## src/rtl/pwm_pkg.sv

```systemverilog
// Shared constants and state type for the PWM shadow-register update sequencer.
package pwm_pkg;

  localparam int unsigned PWM_NUM_CH = 16;

  localparam logic [1:0] ST_IDLE   = 2'd0;
  localparam logic [1:0] ST_INIT   = 2'd1;
  localparam logic [1:0] ST_RUN    = 2'd2;
  localparam logic [1:0] ST_COMMIT = 2'd3;

  typedef enum logic [1:0] {
    StIdle   = ST_IDLE,
    StInit   = ST_INIT,
    StRun    = ST_RUN,
    StCommit = ST_COMMIT
  } pwm_state_e;

endpackage

```

## src/rtl/pwm_shadow_ctrl_if.sv

```systemverilog
// CCR write handshake between the register file (master) and the update sequencer (slave).
interface pwm_shadow_ctrl_if #(
  parameter int unsigned NUM_CH    = 16,
  parameter int unsigned CNT_WIDTH = 16
);

  localparam int unsigned CH_W = $clog2(NUM_CH);

  logic                 wr_valid;
  logic                 wr_ready;
  logic [CH_W-1:0]      wr_ch;
  logic [CNT_WIDTH-1:0] wr_data;

  modport master (output wr_valid, output wr_ch, output wr_data, input wr_ready);
  modport slave  (input wr_valid, input wr_ch, input wr_data, output wr_ready);

endinterface

```

## src/rtl/pwm_prio_enc.sv

```systemverilog
// Combinational lowest-set-bit finder used to order commit-sweep writes.
module pwm_prio_enc #(
  parameter int unsigned  NUM_CH = 16,
  localparam int unsigned CH_W   = $clog2(NUM_CH)
) (
  input  logic [NUM_CH-1:0] mask_i,
  output logic [CH_W-1:0]   idx_o,
  output logic              any_o
);

  // Scan high to low so the lowest set bit is the last one assigned.
  always_comb begin
    idx_o = '0;
    for (int i = NUM_CH - 1; i >= 0; i--) begin
      if (mask_i[i]) idx_o = CH_W'(i);
    end
  end

  assign any_o = |mask_i;

endmodule

```

## src/rtl/pwm_shadow_ctrl.sv

```systemverilog
// PWM compare update sequencer: pending CCR bank, start-up preload sweep, overflow-aligned commit.
// Optional macro PWM_UPDATE_IRQ_EN adds upd_done_o, a pulse after each sweep's final write.
module pwm_shadow_ctrl
  import pwm_pkg::*;
#(
  parameter int unsigned  NUM_CH    = PWM_NUM_CH,
  parameter int unsigned  CNT_WIDTH = 16,
  localparam int unsigned CH_W      = $clog2(NUM_CH)
) (
  input  logic                 clk_psc_i,
  input  logic                 rst_i,
  input  logic                 start_i,
  input  logic                 stop_i,
  input  logic                 overflow_i,
  pwm_shadow_ctrl_if.slave     wr_if,
  output logic                 cnt_en_o,
  output logic                 shd_we_o,
  output logic [CH_W-1:0]      shd_ch_o,
  output logic [CNT_WIDTH-1:0] shd_data_o,
  output logic                 busy_o,
  output logic                 overrun_o,
  input  logic                 clr_overrun_i
`ifdef PWM_UPDATE_IRQ_EN
  ,
  output logic                 upd_done_o
`endif
);

  pwm_state_e           state_q, state_d;
  logic [CH_W-1:0]      idx_q, idx_d;
  logic [NUM_CH-1:0]    dirty_q, dirty_d;
  logic [NUM_CH-1:0]    mask_q, mask_d;
  logic                 stop_pend_q, stop_pend_d;
  logic                 overrun_q, overrun_d;
  logic [CNT_WIDTH-1:0] pend_q [NUM_CH];

  logic              wr_fire, wr_ok;
  logic [NUM_CH-1:0] wr_bit, dirty_set;
  logic [CH_W-1:0]   enc_idx, shd_ch;
  logic              enc_any, last_init, commit_last;

  pwm_prio_enc #(
    .NUM_CH (NUM_CH)
  ) u_prio_enc (
    .mask_i (mask_q),
    .idx_o  (enc_idx),
    .any_o  (enc_any)
  );

  // Out-of-range channels only exist when NUM_CH is not a power of two.
  if ((1 << CH_W) == NUM_CH) begin : g_ch_full
    assign wr_ok = 1'b1;
  end else begin : g_ch_part
    assign wr_ok = (32'(wr_if.wr_ch) < NUM_CH);
  end

  assign wr_fire     = wr_if.wr_valid && wr_if.wr_ready;
  assign wr_bit      = (wr_fire && wr_ok) ? (NUM_CH'(1) << wr_if.wr_ch) : '0;
  assign dirty_set   = dirty_q | wr_bit;
  assign last_init   = (idx_q == CH_W'(NUM_CH - 1));
  assign commit_last = ((mask_q & (mask_q - NUM_CH'(1))) == '0);

  always_comb begin
    state_d     = state_q;
    idx_d       = idx_q;
    dirty_d     = dirty_set;
    mask_d      = mask_q;
    stop_pend_d = stop_pend_q;
    case (state_q)
      StIdle: begin
        if (start_i && !stop_i) begin
          state_d = StInit;
          idx_d   = '0;
        end
      end
      StInit: begin
        dirty_d[idx_q] = 1'b0;
        idx_d          = idx_q + CH_W'(1);
        if (stop_i)         state_d = StIdle;
        else if (last_init) state_d = StRun;
      end
      StRun: begin
        // A write landing with the overflow joins this commit rather than the next one.
        if (overflow_i && (dirty_set != '0)) begin
          mask_d      = dirty_set;
          dirty_d     = '0;
          stop_pend_d = stop_i;
          state_d     = StCommit;
        end else if (stop_i) begin
          state_d = StIdle;
        end
      end
      StCommit: begin
        mask_d[enc_idx] = 1'b0;
        if (stop_i) stop_pend_d = 1'b1;
        if (commit_last) begin
          state_d     = (stop_pend_q || stop_i) ? StIdle : StRun;
          stop_pend_d = 1'b0;
        end
      end
      default: state_d = StIdle;
    endcase
  end

  always_comb begin
    overrun_d = overrun_q;
    if (state_q == StCommit && overflow_i) overrun_d = 1'b1;
    else if (clr_overrun_i)                overrun_d = 1'b0;
  end

  always_ff @(posedge clk_psc_i or posedge rst_i) begin
    if (rst_i) begin
      state_q     <= StIdle;
      idx_q       <= '0;
      dirty_q     <= '0;
      mask_q      <= '0;
      stop_pend_q <= 1'b0;
      overrun_q   <= 1'b0;
    end else begin
      state_q     <= state_d;
      idx_q       <= idx_d;
      dirty_q     <= dirty_d;
      mask_q      <= mask_d;
      stop_pend_q <= stop_pend_d;
      overrun_q   <= overrun_d;
    end
  end

  always_ff @(posedge clk_psc_i or posedge rst_i) begin
    if (rst_i) begin
      for (int i = 0; i < NUM_CH; i++) pend_q[i] <= '0;
    end else if (wr_fire && wr_ok) begin
      pend_q[wr_if.wr_ch] <= wr_if.wr_data;
    end
  end

  // All outputs decode flops only; COMMIT always holds a non-empty mask.
  assign cnt_en_o       = (state_q == StRun) || (state_q == StCommit);
  assign busy_o         = (state_q == StInit) || (state_q == StCommit);
  assign wr_if.wr_ready = (state_q == StIdle) || (state_q == StRun);
  assign shd_we_o       = busy_o && ((state_q == StInit) || enc_any);
  assign shd_ch         = !shd_we_o ? '0 : ((state_q == StInit) ? idx_q : enc_idx);
  assign shd_ch_o       = shd_ch;
  assign shd_data_o     = shd_we_o ? pend_q[shd_ch] : '0;
  assign overrun_o      = overrun_q;

`ifdef PWM_UPDATE_IRQ_EN
  logic upd_done_q;

  always_ff @(posedge clk_psc_i or posedge rst_i) begin
    if (rst_i) upd_done_q <= 1'b0;
    else       upd_done_q <= ((state_q == StInit) && last_init) ||
                             ((state_q == StCommit) && commit_last);
  end

  assign upd_done_o = upd_done_q;
`endif

endmodule

```

## src/flat_wrapper.sv

```systemverilog
// flat-port wrapper written by rule: the top's interface ports become plain ports
module pwm_shadow_ctrl_flat import pwm_pkg::*;
#(
  parameter int unsigned  NUM_CH    = PWM_NUM_CH,
  parameter int unsigned  CNT_WIDTH = 16,
  localparam int unsigned CH_W      = $clog2(NUM_CH)
)
  (clk_psc_i, rst_i, start_i, stop_i, overflow_i, cnt_en_o, shd_we_o, shd_ch_o, shd_data_o, busy_o, overrun_o, clr_overrun_i, wr_if_wr_valid, wr_if_wr_ch, wr_if_wr_data, wr_if_wr_ready);
  pwm_shadow_ctrl_if #(.NUM_CH(NUM_CH), .CNT_WIDTH(CNT_WIDTH)) wr_if_i ();
  input  logic clk_psc_i;
  input  logic rst_i;
  input  logic start_i;
  input  logic stop_i;
  input  logic overflow_i;
  output logic cnt_en_o;
  output logic shd_we_o;
  output logic [CH_W-1:0] shd_ch_o;
  output logic [CNT_WIDTH-1:0] shd_data_o;
  output logic busy_o;
  output logic overrun_o;
  input  logic clr_overrun_i;
  input wire logic [$bits(wr_if_i.wr_valid)-1:0] wr_if_wr_valid;
  input wire logic [$bits(wr_if_i.wr_ch)-1:0] wr_if_wr_ch;
  input wire logic [$bits(wr_if_i.wr_data)-1:0] wr_if_wr_data;
  output wire logic [$bits(wr_if_i.wr_ready)-1:0] wr_if_wr_ready;
  assign wr_if_i.wr_valid = wr_if_wr_valid;
  assign wr_if_i.wr_ch = wr_if_wr_ch;
  assign wr_if_i.wr_data = wr_if_wr_data;
  assign wr_if_wr_ready = wr_if_i.wr_ready;
  pwm_shadow_ctrl #(.NUM_CH(NUM_CH), .CNT_WIDTH(CNT_WIDTH)) u_core (.clk_psc_i(clk_psc_i), .rst_i(rst_i), .start_i(start_i), .stop_i(stop_i), .overflow_i(overflow_i), .wr_if(wr_if_i), .cnt_en_o(cnt_en_o), .shd_we_o(shd_we_o), .shd_ch_o(shd_ch_o), .shd_data_o(shd_data_o), .busy_o(busy_o), .overrun_o(overrun_o), .clr_overrun_i(clr_overrun_i));
endmodule
```

## config.mk

```make
export PLATFORM = sky130hd
export DESIGN_NAME = pwm_shadow_ctrl_flat
export DESIGN_NICKNAME = d
export VERILOG_FILES = /design/src/rtl/pwm_pkg.sv /design/src/rtl/pwm_shadow_ctrl_if.sv /design/src/rtl/pwm_prio_enc.sv /design/src/rtl/pwm_shadow_ctrl.sv /design/src/flat_wrapper.sv
export SDC_FILE = /design/constraint.sdc
export NUM_CORES = 1
export LEC_CHECK = 0
export ABC_AREA = 1
export CAP_MARGIN = 20
export CELL_PAD_IN_SITES_DETAIL_PLACEMENT = 0
export CELL_PAD_IN_SITES_GLOBAL_PLACEMENT = 1
export CORE_MARGIN = 2
export CORE_UTILIZATION = 49
export CTS_CLUSTER_DIAMETER = 120
export DETAILED_ROUTE_END_ITERATION = 8
export PLACE_DENSITY = 0.82
export SETUP_SLACK_MARGIN = 0.02
export SLEW_MARGIN = 20
export SYNTH_ARGS = -nofsm -noshare
export SYNTH_HDL_FRONTEND = slang
export SYNTH_HIERARCHICAL = 1
export SYNTH_SLANG_ARGS = --single-unit
```

## constraint.sdc

```tcl
create_clock -name clk_psc_i -period 23.1 [get_ports clk_psc_i]
set_clock_uncertainty 0.2 [all_clocks]
set_input_delay 3.465 -clock clk_psc_i [delete_from_list [all_inputs] [get_ports clk_psc_i]]
set_output_delay 3.465 -clock clk_psc_i [all_outputs]
set_load 0.01 [all_outputs]
```

==> flow_metrics.env, run 1 <==
export IMPL_status="complete, no violations"
export IMPL_synth_edf_count=0
export IMPL_io_pin_count=52
export IMPL_finalMaxSlewViolations=0
export IMPL_p_per_area_mw_per_mm2=146
export IMPL_whs_ns=0.283
export IMPL_fp_dieW_um=176
export IMPL_vias=12800
export IMPL_fp_dieH_um=176
export IMPL_yosysSeqAreaShare=0.509
export IMPL_cts_sinks=296
export IMPL_core_mm2=0.0295
export IMPL_cts_buffers_inserted=35
export IMPL_nNetsFinal=1935
export IMPL_grt_pass1_vias=12100
export IMPL_grt_use_total=0.283
export IMPL_maxCapViolCount=0
export IMPL_detail_route_antenna_nets=0
export IMPL_synth_async_reset_ratio=1.00
export IMPL_diodes=0
export IMPL_crit_type="flop to primary output"
export IMPL_viasPerCell=5.51
export IMPL_ys_warn_count=6
export IMPL_cts_resized=0
export IMPL_yosys_area_share_xor_xnor=0
export IMPL_synth_compound_area_frac=0.149
export IMPL_insertion_delay_ns=0.51
export IMPL_cp_data_arrival_time_ns=5.45
export IMPL_drive_gt1_frac=0.0561
export IMPL_synth_fa_ha_area_frac=0.00774
export IMPL_hold_viol_final=0
export IMPL_cp_end_kind="primary output"
export IMPL_gp_congestion=0.805
export IMPL_crit_required_ns=19.43
export IMPL_area_growth_pct=12.9
export IMPL_leakagePower_nw=7.64
export IMPL_setup_violations=0
export IMPL_final_cell_mix="598 x nand2_1, 300 x o21ai_0, 296 x dfrtp_1"
export IMPL_cp_max_fo=90
export IMPL_fillers=2837
export IMPL_synth_cells=1916
export IMPL_drcViolationCount=0
export IMPL_worst_pin_slew_ns=1.15
export IMPL_drt_iter0_drc=1072
export IMPL_firstDrtPassIters=6
export IMPL_postCtsSetupBuffers=0
export IMPL_synth_simple_area_share=0.275
export IMPL_cts_buffer_depth=3
export IMPL_wl_um=42900
export IMPL_synth_area_per_cell_um2=7.60
export IMPL_port_buffers=51
export IMPL_route_detailed_wl_per_inst_um=18.5
export IMPL_synth_top_family_by_area="simple AND/OR/NAND/NOR gates"
export IMPL_postCtsHoldBufs=0
export IMPL_rsz0062_at_grt="false"
export IMPL_final_common_cell="nand2_1"
export IMPL_fmax_mhz=110
export IMPL_ys_types=35
export IMPL_min_period_over_period=0.395
export IMPL_grt_pass1_wl_um=68600
export IMPL_slew_headroom=0.231
export IMPL_synth_area_mm2=0.0146
export IMPL_ys_ff_latch=296
export IMPL_seq_area_mm2=0.00741
export IMPL_final_cell_count_no_fill=2316
export IMPL_fin_crit_ns=9.12
export IMPL_synthMuxAreaShare=0
export IMPL_tritoncts="yes"
export IMPL_power_w=0.00241
export IMPL_hpwl_um=24200
export IMPL_synth_ff_type="dfrtp_1"
export IMPL_ctsHtreeMaxLevel=2
export IMPL_start_util=0.494
export IMPL_cts_root_buf="clkbuf_16"
export IMPL_irDropWorstVdd_mv=0.0860
export IMPL_tns_ns=0
export IMPL_rows=63
export IMPL_synth_fp_nets=1952
export IMPL_grt_max_degree=108
export IMPL_multiInputGateArea_mm2=0.00630
export IMPL_place_inst=2252
export IMPL_cts_clk_slew_worst_paths_ns=0.06
export IMPL_hp_class="flop to flop"
export IMPL_start_kind="flop"
export IMPL_grt_overflow=0
export IMPL_dieArea_mm2=0.0311
export IMPL_antenna_found_initial=0
worst max-delay path: stages, from the launching register on:
cell,delay [ns]
dfrtp_1,0.43
or2_1,0.27
nor4_1,0.38
nand2_1,0.19
a21oi_4,0.68
inv_1,0.26
nand2_4,0.39
buf_4,0.87
nand2_1,0.13
nand3_1,0.13
nand3_1,0.09
nand3_1,0.11
nand2_1,0.08
nor2_1,0.23
clkdlybuf4s50_1,0.61
layer usage:
| metal | routed length [um] | vias to the layer above | share of wire | GRT usage |
|---|---|---|---|---|
| met5 | 0 | - | 0 | 0 |
| met4 | 952 | 0 | 0.022 | 0.0775 |
| met3 | 2060 | 60 | 0.048 | 0.0317 |
| met2 | 19800 | 328 | 0.46 | 0.461 |
| met1 | 20100 | 6169 | 0.47 | 0.403 |
| li1 | - | 6205 | - | - |
synthesized netlist by cell type (3+ instances only):
cell type	count	area, um^2
nor2_1	155	582
nand2_2	8	50.1
ha_1	9	113
nor3_1	4	20.0
nand3_1	202	1010
buf_1	3	11.3
o21ai_1	6	30.0
inv_2	8	30.0
inv_1	85	319
dfrtp_1	296	7410
or2_2	4	25.0
nand2_1	599	2250
o211ai_1	7	52.6
a21oi_1	59	295
o21bai_1	13	97.6
buf_2	19	95.1
a21boi_1	5	37.5
a21boi_0	10	75.1
clkbuf_1	102	383
o21ai_0	301	1510
per-stage QoR:
stage / area (um^2) / util / setup WS, ns
final: 16400 / 0.558 / 13.98
after global routing: 16400 / 0.558 / 13.56
after CTS: 16400 / 0.558 / 13.99
after detailed placement: 15200 / 0.517 / 14.57
after global placement: 15200 / 0.517 / 14.47
after floorplan: 14600 / - / 11.26
path summary, 6_finish.rpt:
check,start,endpoint,slack [ns],depth (start not counted)
setup / recovery,u_core/mask_q[14]$_DFFE_PP0P_,shd_data_o[12],13.98,14
max in group asynchronous,rst_i,u_core/pend_q[237]$_DFFE_PP0P_,17.07,4
min in group asynchronous,rst_i,u_core/pend_q[73]$_DFFE_PP0P_,3.28,2
setup reg to reg,u_core/state_q[0]$_DFFE_PP0P_,u_core/state_q[0]$_DFFE_PP0P_,19.38,16
hold reg to reg,u_core/pend_q[250]$_DFFE_PP0P_,u_core/pend_q[250]$_DFFE_PP0P_,0.28,2
hold / removal,u_core/pend_q[250]$_DFFE_PP0P_,u_core/pend_q[250]$_DFFE_PP0P_,0.28,2
registers in the layout, summed over array words and instances, names as in the netlist:
register	cells
u_core/mask_q	16
u_core/idx_q	4
u_core/stop_pend_q	1
u_core/overrun_o	1
u_core/state_q	2
u_core/dirty_q	16
u_core/pend_q	256
cell type report:
cell class	count	share of cell area
repair buffers	73	0.0411
clock buffers	51	0.0625
clock inverters	13	0.0113
multi-input cells	1400	0.383
well taps	390	0.0297
flip-flops and latches	296	0.451
inverters	93	0.0218
report_power, final:
part / total (W) / internal, W / switching, W
combinational: 0.000969 / 0.000346 / 0.000624
clock: 0.000577 / 0.000356 / 0.000221
sequential: 0.000860 / 0.000727 / 0.000133
kinds of logic (layout without fill, tap and decap cells):
logic type,count (synthesis),count (layout)
buf+inv,220,230
fa+ha+maj,9,9
flops,296,296
compound gates,410,410
simple gates,981,981
(Power assumes the default switching activity.)
==> run 2: changes to the inputs <==
Settings changed: CORE_UTILIZATION 49 to 46, PLACE_DENSITY 0.82 to 0.77.
Clock period 23.1 ns to 8.55 ns, I/O delays scaled along.
==> run 2 against run 1 <==
Against the previous run: non-clock buffer count is the same; worst setup slack lost 12 ns; via count shrank 0.78%; combinational power grew to 2.7 times the previous value; count of clock-buffer cells in the layout shrank 4; sequential power grew to 2.7 times the previous value; design area shrank 0.97%; sequential share of layout area grew 0.44 points; critical path type unchanged; largest cell class unchanged; largest power group unchanged.
==> flow_metrics.env, run 2 (same netlist as run 1, synthesis figures left out) <==
export IMPL_viasPerCell=5.46
export IMPL_insertion_delay_ns=0.51
export IMPL_slew_headroom=0.252
export IMPL_crit_required_ns=7.07
export IMPL_cp_end_kind="primary output"
export IMPL_leakagePower_nw=7.55
export IMPL_hpwl_um=24600
export IMPL_fillers=3117
export IMPL_grt_overflow=0
export IMPL_grt_pass1_vias=11800
export IMPL_status="complete, no violations"
export IMPL_fp_dieH_um=182
export IMPL_largest_reg_flops=256
export IMPL_power_w=0.00631
export IMPL_setup_worst_path_start="u_core/mask_q[13]$_DFFE_PP0P_"
export IMPL_postCtsSetupBuffers=0
export IMPL_rows=65
export IMPL_hold_viol_final=0
export IMPL_r2r_start="u_core/state_q[0]$_DFFE_PP0P_"
export IMPL_tritoncts="yes"
export IMPL_grt_use_met2=0.439
export IMPL_fmax_mhz=143
export IMPL_min_to="u_core/pend_q[181]$_DFFE_PP0P_"
export IMPL_cts_buffers_inserted=35
export IMPL_rrSetupSlack_ns=4.67
export IMPL_worstRegToRegCells=16
export IMPL_irDropWorstVdd_mv=0.184
export IMPL_final_cell_count_no_fill=2318
export IMPL_start_kind="flop"
export IMPL_finalMaxSlewViolations=0
export IMPL_multiInputGateArea_mm2=0.00630
export IMPL_busiest_layer="met2"
export IMPL_grt_use_total=0.268
export IMPL_cts_root_buf="clkbuf_16"
export IMPL_grt_pass1_wl_um=68800
export IMPL_final_common_cell="nand2_1"
export IMPL_route_detailed_wl_per_inst_um=18.7
export IMPL_largest_registers="u_core/pend_q x256, u_core/dirty_q x16, u_core/mask_q x16"
export IMPL_gp_congestion=0.828
export IMPL_port_buffers=51
export IMPL_diodes=0
export IMPL_grt_max_degree=176
export IMPL_drcViolationCount=0
export IMPL_tns_ns=0
export IMPL_cp_data_arrival_time_ns=5.51
export IMPL_nNetsFinal=1935
export IMPL_cts_buffer_depth=3
export IMPL_vias=12700
export IMPL_postCtsHoldBufs=0
export IMPL_cts_resized=0
export IMPL_ctsHtreeMaxLevel=2
export IMPL_rsz0062_at_grt="false"
export IMPL_setup_violations=0
export IMPL_area_growth_pct=11.8
export IMPL_reg2reg_to="u_core/state_q[0]$_DFFE_PP0P_"
export IMPL_whs_ns=0.281
export IMPL_cts_clk_slew_worst_paths_ns=0.06
export IMPL_hp_class="flop to flop"
export IMPL_wl_um=43500
export IMPL_grtUsageMet1=0.383
export IMPL_dieArea_mm2=0.0331
export IMPL_final_cell_mix="598 x nand2_1, 300 x o21ai_0, 296 x dfrtp_1"
export IMPL_antenna_found_initial=1
export IMPL_crit_type="flop to primary output"
export IMPL_regMostFlops="u_core/pend_q"
export IMPL_p_per_area_mw_per_mm2=387
export IMPL_core_mm2=0.0314
export IMPL_firstDrtPassIters=6
export IMPL_seq_area_mm2=0.00741
export IMPL_maxCapViolCount=0
export IMPL_whs_path_depth=2
export IMPL_placed_cell_area_mm2=0.0153
export IMPL_fin_crit_ns=6.99
export IMPL_grtUsageMet3=0.0319
export IMPL_io_pin_count=52
export IMPL_design_area_mm2=0.0163
export IMPL_cts_sinks=296
export IMPL_worst_pin_slew_ns=1.12
export IMPL_detail_route_antenna_nets=0
export IMPL_hp_start="u_core/pend_q[181]$_DFFE_PP0P_"
export IMPL_fp_dieW_um=182
export IMPL_min_period_over_period=0.818
export IMPL_drive_gt1_frac=0.0517
export IMPL_start_util=0.464
export IMPL_cp_max_fo=85
export IMPL_drt_iter0_drc=1251
export IMPL_place_inst=2264
[run 2: cell types whose count changed in the layout (fill, tap and decap cells not counted), sizes merged]
| cell | previous run | this run |
|---|---|---|
| bufinv | 4 | 0 |
| clkbuf | 51 | 47 |
| inv | 95 | 92 |
| clkinvlp | 1 | 2 |
[run 2: per-stage QoR]
step / worst slack [ns] / utilization
floorplan: 3.14 / -
finish: 1.56 / 0.519
detailed placement: 2.15 / 0.486
CTS: 1.58 / 0.519
global route: 1.13 / 0.519
global placement: 2.20 / 0.486
[run 2: layer usage]
layer	share of wire	routed length (um)	vias up
li1	-	-	6180
met1	0.46	20000	6059
met2	0.47	20300	373
met3	0.056	2450	51
met4	0.017	718	0
met5	0	0	-
[run 2: area by class of cell]
type / instances / share of cell area
clock buffer: 47 / 0.0596
clock inverter: 7 / 0.00369
inverter: 93 / 0.0218
multi-input combinational: 1400 / 0.387
sequential: 296 / 0.455
tap: 402 / 0.0309
timing repair buffer: 73 / 0.0423
[run 2: power by group]
| part | switching, W | internal [W] |
|---|---|---|
| Clock | 0.000572 | 0.000792 |
| Sequential | 0.000352 | 0.00196 |
| Combinational | 0.00169 | 0.000937 |
[run 2: critical path, cell delays in order, from the launching register on]
cell,delay [ns]
dfrtp_1,0.48
inv_1,0.09
nand2_1,0.07
nand2_1,0.05
nand2_1,0.05
nand2_1,0.05
nand2_1,0.05
nand2_1,0.04
nand2_1,0.05
nand2_1,0.04
nand2_1,0.06
nand2_1,0.05
nand2_1,0.05
nand2_1,0.06
a21oi_2,0.29
nand2_1,0.34
nand2_1,0.21
nand2_4,0.24
inv_4,0.79
buf_4,0.56
nor2_1,0.06
o21ai_0,0.16
nand3_1,0.09
nand3_1,0.10
nand2_1,0.05
nor2_1,0.26
clkdlybuf4s50_1,0.61
[run 2: how the worst max path moves through the flow]
| stage | end | slack [ns] | depth (start not counted) |
|---|---|---|---|
| floorplan | u_core/dirty_q[0]$_DFF_PP0_ | 3.14 | 1 |
| finish | shd_data_o[13] | 1.56 | 26 |
| global route | shd_data_o[11] | 1.13 | 26 |
| detailed placement | shd_data_o[13] | 2.15 | 26 |
| global placement | shd_data_o[12] | 2.20 | 26 |
| CTS | shd_data_o[13] | 1.58 | 26 |
